--- src/rtl/id_pipe_stage.sv ---
// id_pipe_stage: buffered, pipelined RV64I/RV32I decode stage between IF and EX.
// Fetched inst/PC pairs queue in a small FIFO. The FIFO head is decoded
// combinationally and captured into a registered output slot.
// Optional feature: define ID_MEXT_EN to decode the M-extension (mul/div/rem).
// Without it, those encodings are flagged illegal and out_mul_info is tied to 0.
module id_pipe_stage #(
  parameter int XLEN  = 64,
  parameter int DEPTH = 4
) (
  input  logic            clk,
  input  logic            rst,
  input  logic            in_valid,
  output logic            in_ready,
  input  logic [31:0]     in_inst,
  input  logic [XLEN-1:0] in_pc,
  input  logic            flush,
  output logic            out_valid,
  input  logic            out_ready,
  output logic [XLEN-1:0] out_pc,
  output logic [13:0]     out_op_info,
  output logic [9:0]      out_alu_info,
  output logic [7:0]      out_mul_info,
  output logic [4:0]      out_rs1_addr,
  output logic [4:0]      out_rs2_addr,
  output logic [4:0]      out_rd_addr,
  output logic            out_rs1_ena,
  output logic            out_rs2_ena,
  output logic            out_rd_ena,
  output logic [XLEN-1:0] out_imm,
  output logic            out_illegal
);

  localparam int AW = $clog2(DEPTH);
  localparam logic [AW:0] FULL_COUNT = (AW+1)'(DEPTH);

  localparam int ALU_ADD  = 0;
  localparam int ALU_SUB  = 1;
  localparam int ALU_SLT  = 2;
  localparam int ALU_SLTU = 3;
  localparam int ALU_XOR  = 4;
  localparam int ALU_OR   = 5;
  localparam int ALU_AND  = 6;
  localparam int ALU_SLL  = 7;
  localparam int ALU_SRL  = 8;
  localparam int ALU_SRA  = 9;

  typedef enum logic {RUN = 1'b0, HALT = 1'b1} state_t;

  state_t          state, state_next;
  logic [31:0]     fifo_inst [DEPTH];
  logic [XLEN-1:0] fifo_pc   [DEPTH];
  logic [AW-1:0]   wr_ptr, rd_ptr;
  logic [AW:0]     count;
  logic            push, pop;
  logic [31:0]     head_inst;
  logic [XLEN-1:0] head_pc;

  logic [6:0]      opcode, funct7;
  logic [2:0]      funct3;
  logic [XLEN-1:0] imm_i, imm_s, imm_b, imm_u, imm_j;

  logic [13:0]     dec_op;
  logic [9:0]      dec_alu;
  logic [7:0]      dec_mul;
  logic            dec_rs1_ena, dec_rs2_ena, dec_rd_ena, dec_illegal;
  logic [XLEN-1:0] dec_imm;

  assign push = in_valid && in_ready;
  assign pop  = (count != '0) && (!out_valid || out_ready);

  assign head_inst = fifo_inst[rd_ptr];
  assign head_pc   = fifo_pc[rd_ptr];

  assign opcode = head_inst[6:0];
  assign funct3 = head_inst[14:12];
  assign funct7 = head_inst[31:25];

  assign imm_i = XLEN'($signed(head_inst[31:20]));
  assign imm_s = XLEN'($signed({head_inst[31:25], head_inst[11:7]}));
  assign imm_b = XLEN'($signed({head_inst[31], head_inst[7], head_inst[30:25],
                                head_inst[11:8], 1'b0}));
  assign imm_u = XLEN'($signed({head_inst[31:12], 12'b0}));
  assign imm_j = XLEN'($signed({head_inst[31], head_inst[19:12], head_inst[20],
                                head_inst[30:21], 1'b0}));

  // State register: a trap accepted at the input parks the stage in HALT
  always_ff @(posedge clk or posedge rst) begin
    if (rst) state <= RUN;
    else     state <= state_next;
  end

  // Next state: flush always returns to RUN; a trap only counts if it really transfers
  always_comb begin
    state_next = state;
    if (flush)                                  state_next = RUN;
    else if (push && in_inst[6:0] == 7'h6b)     state_next = HALT;
  end

  // Input handshake: accept only while running and the FIFO has a free entry
  always_comb begin
    in_ready = !rst && (state == RUN) && (count < FULL_COUNT);
  end

  // FIFO storage: a push on a flush edge is dropped
  always_ff @(posedge clk) begin
    if (push && !flush) begin
      fifo_inst[wr_ptr] <= in_inst;
      fifo_pc[wr_ptr]   <= in_pc;
    end
  end

  // FIFO pointers and occupancy; simultaneous push and pop keeps the count
  always_ff @(posedge clk or posedge rst) begin
    if (rst) begin
      wr_ptr <= '0;
      rd_ptr <= '0;
      count  <= '0;
    end else if (flush) begin
      wr_ptr <= '0;
      rd_ptr <= '0;
      count  <= '0;
    end else begin
      if (push) wr_ptr <= wr_ptr + AW'(1);
      if (pop)  rd_ptr <= rd_ptr + AW'(1);
      case ({push, pop})
        2'b10:   count <= count + (AW+1)'(1);
        2'b01:   count <= count - (AW+1)'(1);
        default: count <= count;
      endcase
    end
  end

  // Decode the FIFO head; illegal encodings lose their ALU/MUL class and rd write
  always_comb begin
    dec_op      = '0;
    dec_alu     = '0;
    dec_mul     = '0;
    dec_rs1_ena = 1'b0;
    dec_rs2_ena = 1'b0;
    dec_rd_ena  = 1'b0;
    dec_imm     = '0;
    dec_illegal = 1'b0;
    case (opcode)
      7'h03: begin
        dec_op[0] = 1'b1; dec_rs1_ena = 1'b1; dec_rd_ena = 1'b1;
        dec_imm = imm_i; dec_alu[ALU_ADD] = 1'b1;
        if (funct3 == 3'd7) dec_illegal = 1'b1;
        if (XLEN == 32 && (funct3 == 3'd3 || funct3 == 3'd6)) dec_illegal = 1'b1;
      end
      7'h0f: begin
        dec_op[1] = 1'b1;
        if (funct3 != 3'd0) dec_illegal = 1'b1;
      end
      7'h13: begin
        dec_op[2] = 1'b1; dec_rs1_ena = 1'b1; dec_rd_ena = 1'b1; dec_imm = imm_i;
        case (funct3)
          3'd0: dec_alu[ALU_ADD]  = 1'b1;
          3'd2: dec_alu[ALU_SLT]  = 1'b1;
          3'd3: dec_alu[ALU_SLTU] = 1'b1;
          3'd4: dec_alu[ALU_XOR]  = 1'b1;
          3'd6: dec_alu[ALU_OR]   = 1'b1;
          3'd7: dec_alu[ALU_AND]  = 1'b1;
          3'd1: begin
            dec_alu[ALU_SLL] = 1'b1;
            if (funct7[6:1] != 6'h00) dec_illegal = 1'b1;
            if (XLEN == 32 && funct7[0]) dec_illegal = 1'b1;
          end
          default: begin
            if (funct7[6:1] == 6'h00)      dec_alu[ALU_SRL] = 1'b1;
            else if (funct7[6:1] == 6'h10) dec_alu[ALU_SRA] = 1'b1;
            else                           dec_illegal = 1'b1;
            if (XLEN == 32 && funct7[0]) dec_illegal = 1'b1;
          end
        endcase
      end
      7'h17: begin
        dec_op[3] = 1'b1; dec_rd_ena = 1'b1; dec_imm = imm_u; dec_alu[ALU_ADD] = 1'b1;
      end
      7'h1b: begin
        dec_op[4] = 1'b1; dec_rs1_ena = 1'b1; dec_rd_ena = 1'b1; dec_imm = imm_i;
        if (funct3 == 3'd0) dec_alu[ALU_ADD] = 1'b1;
        else if (funct3 == 3'd1 && funct7 == 7'h00) dec_alu[ALU_SLL] = 1'b1;
        else if (funct3 == 3'd5 && funct7 == 7'h00) dec_alu[ALU_SRL] = 1'b1;
        else if (funct3 == 3'd5 && funct7 == 7'h20) dec_alu[ALU_SRA] = 1'b1;
        else dec_illegal = 1'b1;
        if (XLEN == 32) dec_illegal = 1'b1;
      end
      7'h23: begin
        dec_op[5] = 1'b1; dec_rs1_ena = 1'b1; dec_rs2_ena = 1'b1;
        dec_imm = imm_s; dec_alu[ALU_ADD] = 1'b1;
        if (funct3[2]) dec_illegal = 1'b1;
        if (XLEN == 32 && funct3 == 3'd3) dec_illegal = 1'b1;
      end
      7'h33: begin
        dec_op[6] = 1'b1; dec_rs1_ena = 1'b1; dec_rs2_ena = 1'b1; dec_rd_ena = 1'b1;
        case (funct7)
          7'h00: begin
            case (funct3)
              3'd0:    dec_alu[ALU_ADD]  = 1'b1;
              3'd1:    dec_alu[ALU_SLL]  = 1'b1;
              3'd2:    dec_alu[ALU_SLT]  = 1'b1;
              3'd3:    dec_alu[ALU_SLTU] = 1'b1;
              3'd4:    dec_alu[ALU_XOR]  = 1'b1;
              3'd5:    dec_alu[ALU_SRL]  = 1'b1;
              3'd6:    dec_alu[ALU_OR]   = 1'b1;
              default: dec_alu[ALU_AND]  = 1'b1;
            endcase
          end
          7'h20: begin
            if (funct3 == 3'd0)      dec_alu[ALU_SUB] = 1'b1;
            else if (funct3 == 3'd5) dec_alu[ALU_SRA] = 1'b1;
            else                     dec_illegal = 1'b1;
          end
`ifdef ID_MEXT_EN
          7'h01: dec_mul[funct3] = 1'b1;
`endif
          default: dec_illegal = 1'b1;
        endcase
      end
      7'h37: begin
        dec_op[7] = 1'b1; dec_rd_ena = 1'b1; dec_imm = imm_u; dec_alu[ALU_ADD] = 1'b1;
      end
      7'h3b: begin
        dec_op[8] = 1'b1; dec_rs1_ena = 1'b1; dec_rs2_ena = 1'b1; dec_rd_ena = 1'b1;
        case (funct7)
          7'h00: begin
            if (funct3 == 3'd0)      dec_alu[ALU_ADD] = 1'b1;
            else if (funct3 == 3'd1) dec_alu[ALU_SLL] = 1'b1;
            else if (funct3 == 3'd5) dec_alu[ALU_SRL] = 1'b1;
            else                     dec_illegal = 1'b1;
          end
          7'h20: begin
            if (funct3 == 3'd0)      dec_alu[ALU_SUB] = 1'b1;
            else if (funct3 == 3'd5) dec_alu[ALU_SRA] = 1'b1;
            else                     dec_illegal = 1'b1;
          end
`ifdef ID_MEXT_EN
          7'h01: begin
            if (funct3 == 3'd0 || funct3[2]) dec_mul[funct3] = 1'b1;
            else                             dec_illegal = 1'b1;
          end
`endif
          default: dec_illegal = 1'b1;
        endcase
        if (XLEN == 32) dec_illegal = 1'b1;
      end
      7'h63: begin
        dec_op[9] = 1'b1; dec_rs1_ena = 1'b1; dec_rs2_ena = 1'b1; dec_imm = imm_b;
        case (funct3)
          3'd0, 3'd1: dec_alu[ALU_XOR]  = 1'b1;
          3'd4, 3'd5: dec_alu[ALU_SLT]  = 1'b1;
          3'd6, 3'd7: dec_alu[ALU_SLTU] = 1'b1;
          default:    dec_illegal = 1'b1;
        endcase
      end
      7'h67: begin
        dec_op[10] = 1'b1; dec_rs1_ena = 1'b1; dec_rd_ena = 1'b1;
        dec_imm = imm_i; dec_alu[ALU_ADD] = 1'b1;
        if (funct3 != 3'd0) dec_illegal = 1'b1;
      end
      7'h6f: begin
        dec_op[11] = 1'b1; dec_rd_ena = 1'b1; dec_imm = imm_j; dec_alu[ALU_ADD] = 1'b1;
      end
      7'h73: begin
        dec_op[12] = 1'b1; dec_imm = imm_i;
        if (funct3 == 3'd4) dec_illegal = 1'b1;
        else if (funct3 != 3'd0) begin
          dec_rd_ena  = 1'b1;
          dec_rs1_ena = !funct3[2];
        end
      end
      7'h6b: dec_op[13] = 1'b1;
      default: dec_illegal = 1'b1;
    endcase
    if (dec_illegal) begin
      dec_alu    = '0;
      dec_mul    = '0;
      dec_rd_ena = 1'b0;
    end
  end

  // Output slot: loads when the head can advance, holds while EX stalls
  always_ff @(posedge clk or posedge rst) begin
    if (rst) begin
      out_valid    <= 1'b0;
      out_pc       <= '0;
      out_op_info  <= '0;
      out_alu_info <= '0;
      out_mul_info <= '0;
      out_rs1_addr <= '0;
      out_rs2_addr <= '0;
      out_rd_addr  <= '0;
      out_rs1_ena  <= 1'b0;
      out_rs2_ena  <= 1'b0;
      out_rd_ena   <= 1'b0;
      out_imm      <= '0;
      out_illegal  <= 1'b0;
    end else if (flush) begin
      out_valid <= 1'b0;
    end else if (pop) begin
      out_valid    <= 1'b1;
      out_pc       <= head_pc;
      out_op_info  <= dec_op;
      out_alu_info <= dec_alu;
      out_mul_info <= dec_mul;
      out_rs1_addr <= dec_rs1_ena ? head_inst[19:15] : 5'd0;
      out_rs2_addr <= dec_rs2_ena ? head_inst[24:20] : 5'd0;
      out_rd_addr  <= dec_rd_ena  ? head_inst[11:7]  : 5'd0;
      out_rs1_ena  <= dec_rs1_ena;
      out_rs2_ena  <= dec_rs2_ena;
      out_rd_ena   <= dec_rd_ena;
      out_imm      <= dec_imm;
      out_illegal  <= dec_illegal;
    end else if (out_ready) begin
      out_valid <= 1'b0;
    end
  end

endmodule

--- config.mk ---
export PLATFORM = sky130hd
export DESIGN_NAME = id_pipe_stage
export DESIGN_NICKNAME = d
export VERILOG_FILES = /design/src/rtl/id_pipe_stage.sv
export SDC_FILE = /design/constraint.sdc
export NUM_CORES = 1
export LEC_CHECK = 0
export CORE_MARGIN = 5
export CORE_UTILIZATION = 63
export DETAILED_ROUTE_END_ITERATION = 7
export DONT_BUFFER_PORTS = 1
export HOLD_SLACK_MARGIN = 0.08
export PLACE_DENSITY = 0.81
export SLEW_MARGIN = 5
export SYNTH_ARGS = -nofsm -noshare
export SYNTH_HDL_FRONTEND = slang
export SYNTH_SLANG_ARGS = --single-unit
--- constraint.sdc ---
create_clock -name clk -period 7.65 [get_ports clk]
set_input_delay 2.295 -clock clk [delete_from_list [all_inputs] [get_ports clk]]
set_output_delay 2.295 -clock clk [all_outputs]
set_load 0.02 [all_outputs]
==> impl_metrics.json <==
{
  "outcome": "completed",
  "synthMuxAreaShare_pct": 10.5,
  "relSlewSlack_pct": 28.2,
  "drt_first_pass_iters": 5,
  "cp_cell_sequence": "nor3_1",
  "wl_met2_um": 22300,
  "ff_latch_area_um2": 15200,
  "setup-violations-final": 0,
  "netlist_top_cells_count": "384 x edfxtp_1, 263 x nand2_1, 148 x dfrtp_1",
  "multi_input_area_um2": 5000,
  "synth_most_common_cell": "edfxtp_1",
  "cts_max_level": 2,
  "numClockSinks": 532,
  "n_fill_cell": 2001,
  "yosysWarnings": 0,
  "routed_via_density": 6.28,
  "clockBufferDepth": 3,
  "antenna_found_initial": 0,
  "syn_area_um2": 20800,
  "wl_met1_um": 16700,
  "drv_cap": 0,
  "critPathSlowestCell": "nor3_1",
  "leakagePower_nw": 8.16,
  "synth_top_cell_by_area": "edfxtp_1",
  "cts_resized": 0,
  "synth_top_area_share_pct": 55.4,
  "crit_buf_inv": 0,
  "rr_startpoint": "rd_ptr[0]$_DFFE_PP0P_",
  "arrival_ns": 2.82,
  "nets": 1353,
  "synth_cell_types": 64,
  "antenna_left": 0,
  "vias": 10900,
  "powerDensity_nw_per_um2": 350,
  "endpoint": "in_ready",
  "synthSimpleGateAreaFrac_pct": 7.79,
  "clkTransAtPathRegs_ns": 0.06,
  "root_buffer": "clkbuf_16",
  "hold_viol": 0,
  "hp-class": "reg -> reg",
  "design.die.area_um2": 36800,
  "dp_hpwl_um": 27400,
  "post-route-period-util_pct": 66.8,
  "numPortBuffers": 0,
  "path_max_fanout": 2,
  "ctsHoldBuffers": 0,
  "rsz0062_at_grt": "false",
  "synth_top_family_by_area": "multiplexers",
  "drt_wl_total_um": 45300,
  "drcViolationCount": 0,
  "cp-start-kind": "input port",
  "postCtsSetupBuffers": 0,
  "ys.flop_type": "edfxtp_1",
  "rr_endpoint": "out_alu_info[1]$_DFFE_PP0P_",
  "ff2ff_setup_slack_ns": 3.05,
  "core_um2": 32600,
  "min_period_ns": 5.11,
  "grt_max_degree": 88,
  "end_kind": "output pin",
  "crit_cells": 1,
  "die_x_um": 192,
  "synth_edf_count": 384,
  "grt_pass1_vias": 11500,
  "die_h_um": 192,
  "synthTopCellsByArea": "edfxtp_1 55%, dfrtp_1 18%, mux4_2 9.4%",
  "synthCells": 1279,
  "reg2reg_depth": 7,
  "worstSetupPathType": "in -> out",
  "avgSynthCellArea_um2": 16.3,
  "initial_core_util_pct": 63.8,
  "slew_violations": 0,
  "ys_seq_elements": 532,
  "fmax_mhz": 196,
  "drive_gt1_share_pct": 16.2,
  "ys_seq_area_share_pct": 73.2,
  "fin_skew_ns": 0.0287,
  "io_pins": 282,
  "routed.top_layer": "met4",
  "synth-xor-area-share_pct": 0.252,
  "route.met3.wl_um": 4970,
  "clk_latency_ns": 0.56,
  "cts_made_buffers": 52,
  "grt_pass1_wl_um": 69200,
  "cts_tree": "yes",
  "rows": 66,
  "crit_family": "simple AND/OR/NAND/NOR gates",
  "insertedDiodeCount": 0,
  "required_ns": 5.36,
  "fin_util_pct": 69.7,
  "worstMarginPinSlew_ns": 1.07,
  "vdd_drop_max_mv": 0.288,
  "placed_area_um2": 21000,
  "final_cell_area_um2": 22700,
  "drt_iter0_markers": 1066,
  "cp-startpoint": "rst",
  "place.gp.congestion": 0.900,
  "synth-compound-area-share_pct": 4.90,
  "cp_slowest_stage_delay_ns": 0.52,
  "wl_per_cell_um": 26.1,
  "finalSetupTns_ns": 0,
  "yosys.area_share.adder_pct": 0.336,
  "gr-total-overflow": 0,
  "grt_use_total_pct": 24.9,
  "async_flop_share_pct": 27.8,
  "syn_to_final_growth_pct": 9.17
}
-- metrics by stage --
step	cells	total power, mW	hold WS (ns)	worst slack, ns
floorplan	1286	5.18	0.464	1.38
global placement	1635	5.45	0.522	2.53
detailed placement	1635	5.50	0.522	2.53
CTS	1732	8.02	0.538	2.53
global route	1732	8.35	0.597	2.47
finish	1732	7.97	0.537	2.54
-- worst register-to-register path, stage by stage (launching register included) --
cell and delay, ns:
dfrtp_4 0.42, buf_4 0.74, mux4_1 1.03, or2_2 0.50, nor4_1 0.89, a221oi_1 0.24
nand3_1 0.46, o21ai_0 0.19
-- worst min path at each step --
stage                            from                end  slack (ns)  depth (start not counted)
finish              state$_DFFE_PP0P_  state$_DFFE_PP0P_        0.54                          2
global route        state$_DFFE_PP0P_  state$_DFFE_PP0P_        0.60                          2
CTS                 state$_DFFE_PP0P_  state$_DFFE_PP0P_        0.54                          2
detailed placement  state$_DFFE_PP0P_  state$_DFFE_PP0P_        0.52                          2
global placement    state$_DFFE_PP0P_  state$_DFFE_PP0P_        0.52                          2
floorplan           state$_DFFE_PP0P_  state$_DFFE_PP0P_        0.46                          2
-- cells in the final DEF, fill, tap and decap left out, types with 6 or more instances in the layout --
master | synthesis | final
a22o_1 | 18 | 18
conb_1 | 1 | 8
clkbuf_1 | 56 | 9
nor3_1 | 12 | 11
o31ai_1 | 24 | 24
or3_1 | 8 | 7
dfrtp_1 | 148 | 145
clkinv_1 | 0 | 8
nand2_1 | 263 | 263
a22oi_1 | 7 | 7
o21ai_0 | 37 | 37
nor4_1 | 6 | 6
nand2b_1 | 10 | 10
clkbuf_8 | 0 | 12
clkbuf_16 | 0 | 55
a21boi_0 | 11 | 11
mux4_2 | 87 | 87
buf_4 | 40 | 17
clkinv_2 | 0 | 6
nor2_1 | 26 | 26
inv_1 | 13 | 12
a21oi_1 | 22 | 22
edfxtp_1 | 384 | 384
mux4_1 | 8 | 8
-- layer usage --
layer | vias up | GRT usage, %
li1 | 4705 | -
met4 | 0 | 6.96
met3 | 99 | 8.42
met2 | 502 | 40.2
met1 | 5571 | 33.1
met5 | - | 0
-- sequential cells by signal, summed over array words and instances, names as in the netlist, 2 cells and up --
signal	cells
count	3
out_rs1_addr	5
out_rd_addr	5
out_pc	64
out_op_info	14
fifo_inst	128
out_rs2_addr	5
out_alu_info	10
wr_ptr	2
out_imm	32
fifo_pc	256
rd_ptr	2
-- layout make-up --
cell class	instances	share of cell area, %
clock inverters	21	0.649
well taps	442	2.43
clock buffers	76	6.93
flip-flops and latches	532	67.1
repair buffers	18	0.682
inverters	13	0.237
multi-input cells	630	22.0
-- where the power goes --
part           internal [mW]  switching [mW]
clock network           1.47            1.04
registers               3.38           0.516
logic                  0.574           0.985
total                   5.42            2.54
-- logic make-up (layout without fill, tap and decap cells) --
kind of cell,Yosys count,count (layout)
xor gates and xnor gates,6,6
other,1,8
adders and majority gates,5,5
AOI/OAI and AO/OA,145,145
buffers and inverters,124,128
DFF,532,532
muxes,96,96
and+or+nand+nor,370,370
Power figures use the tool's default switching activity.
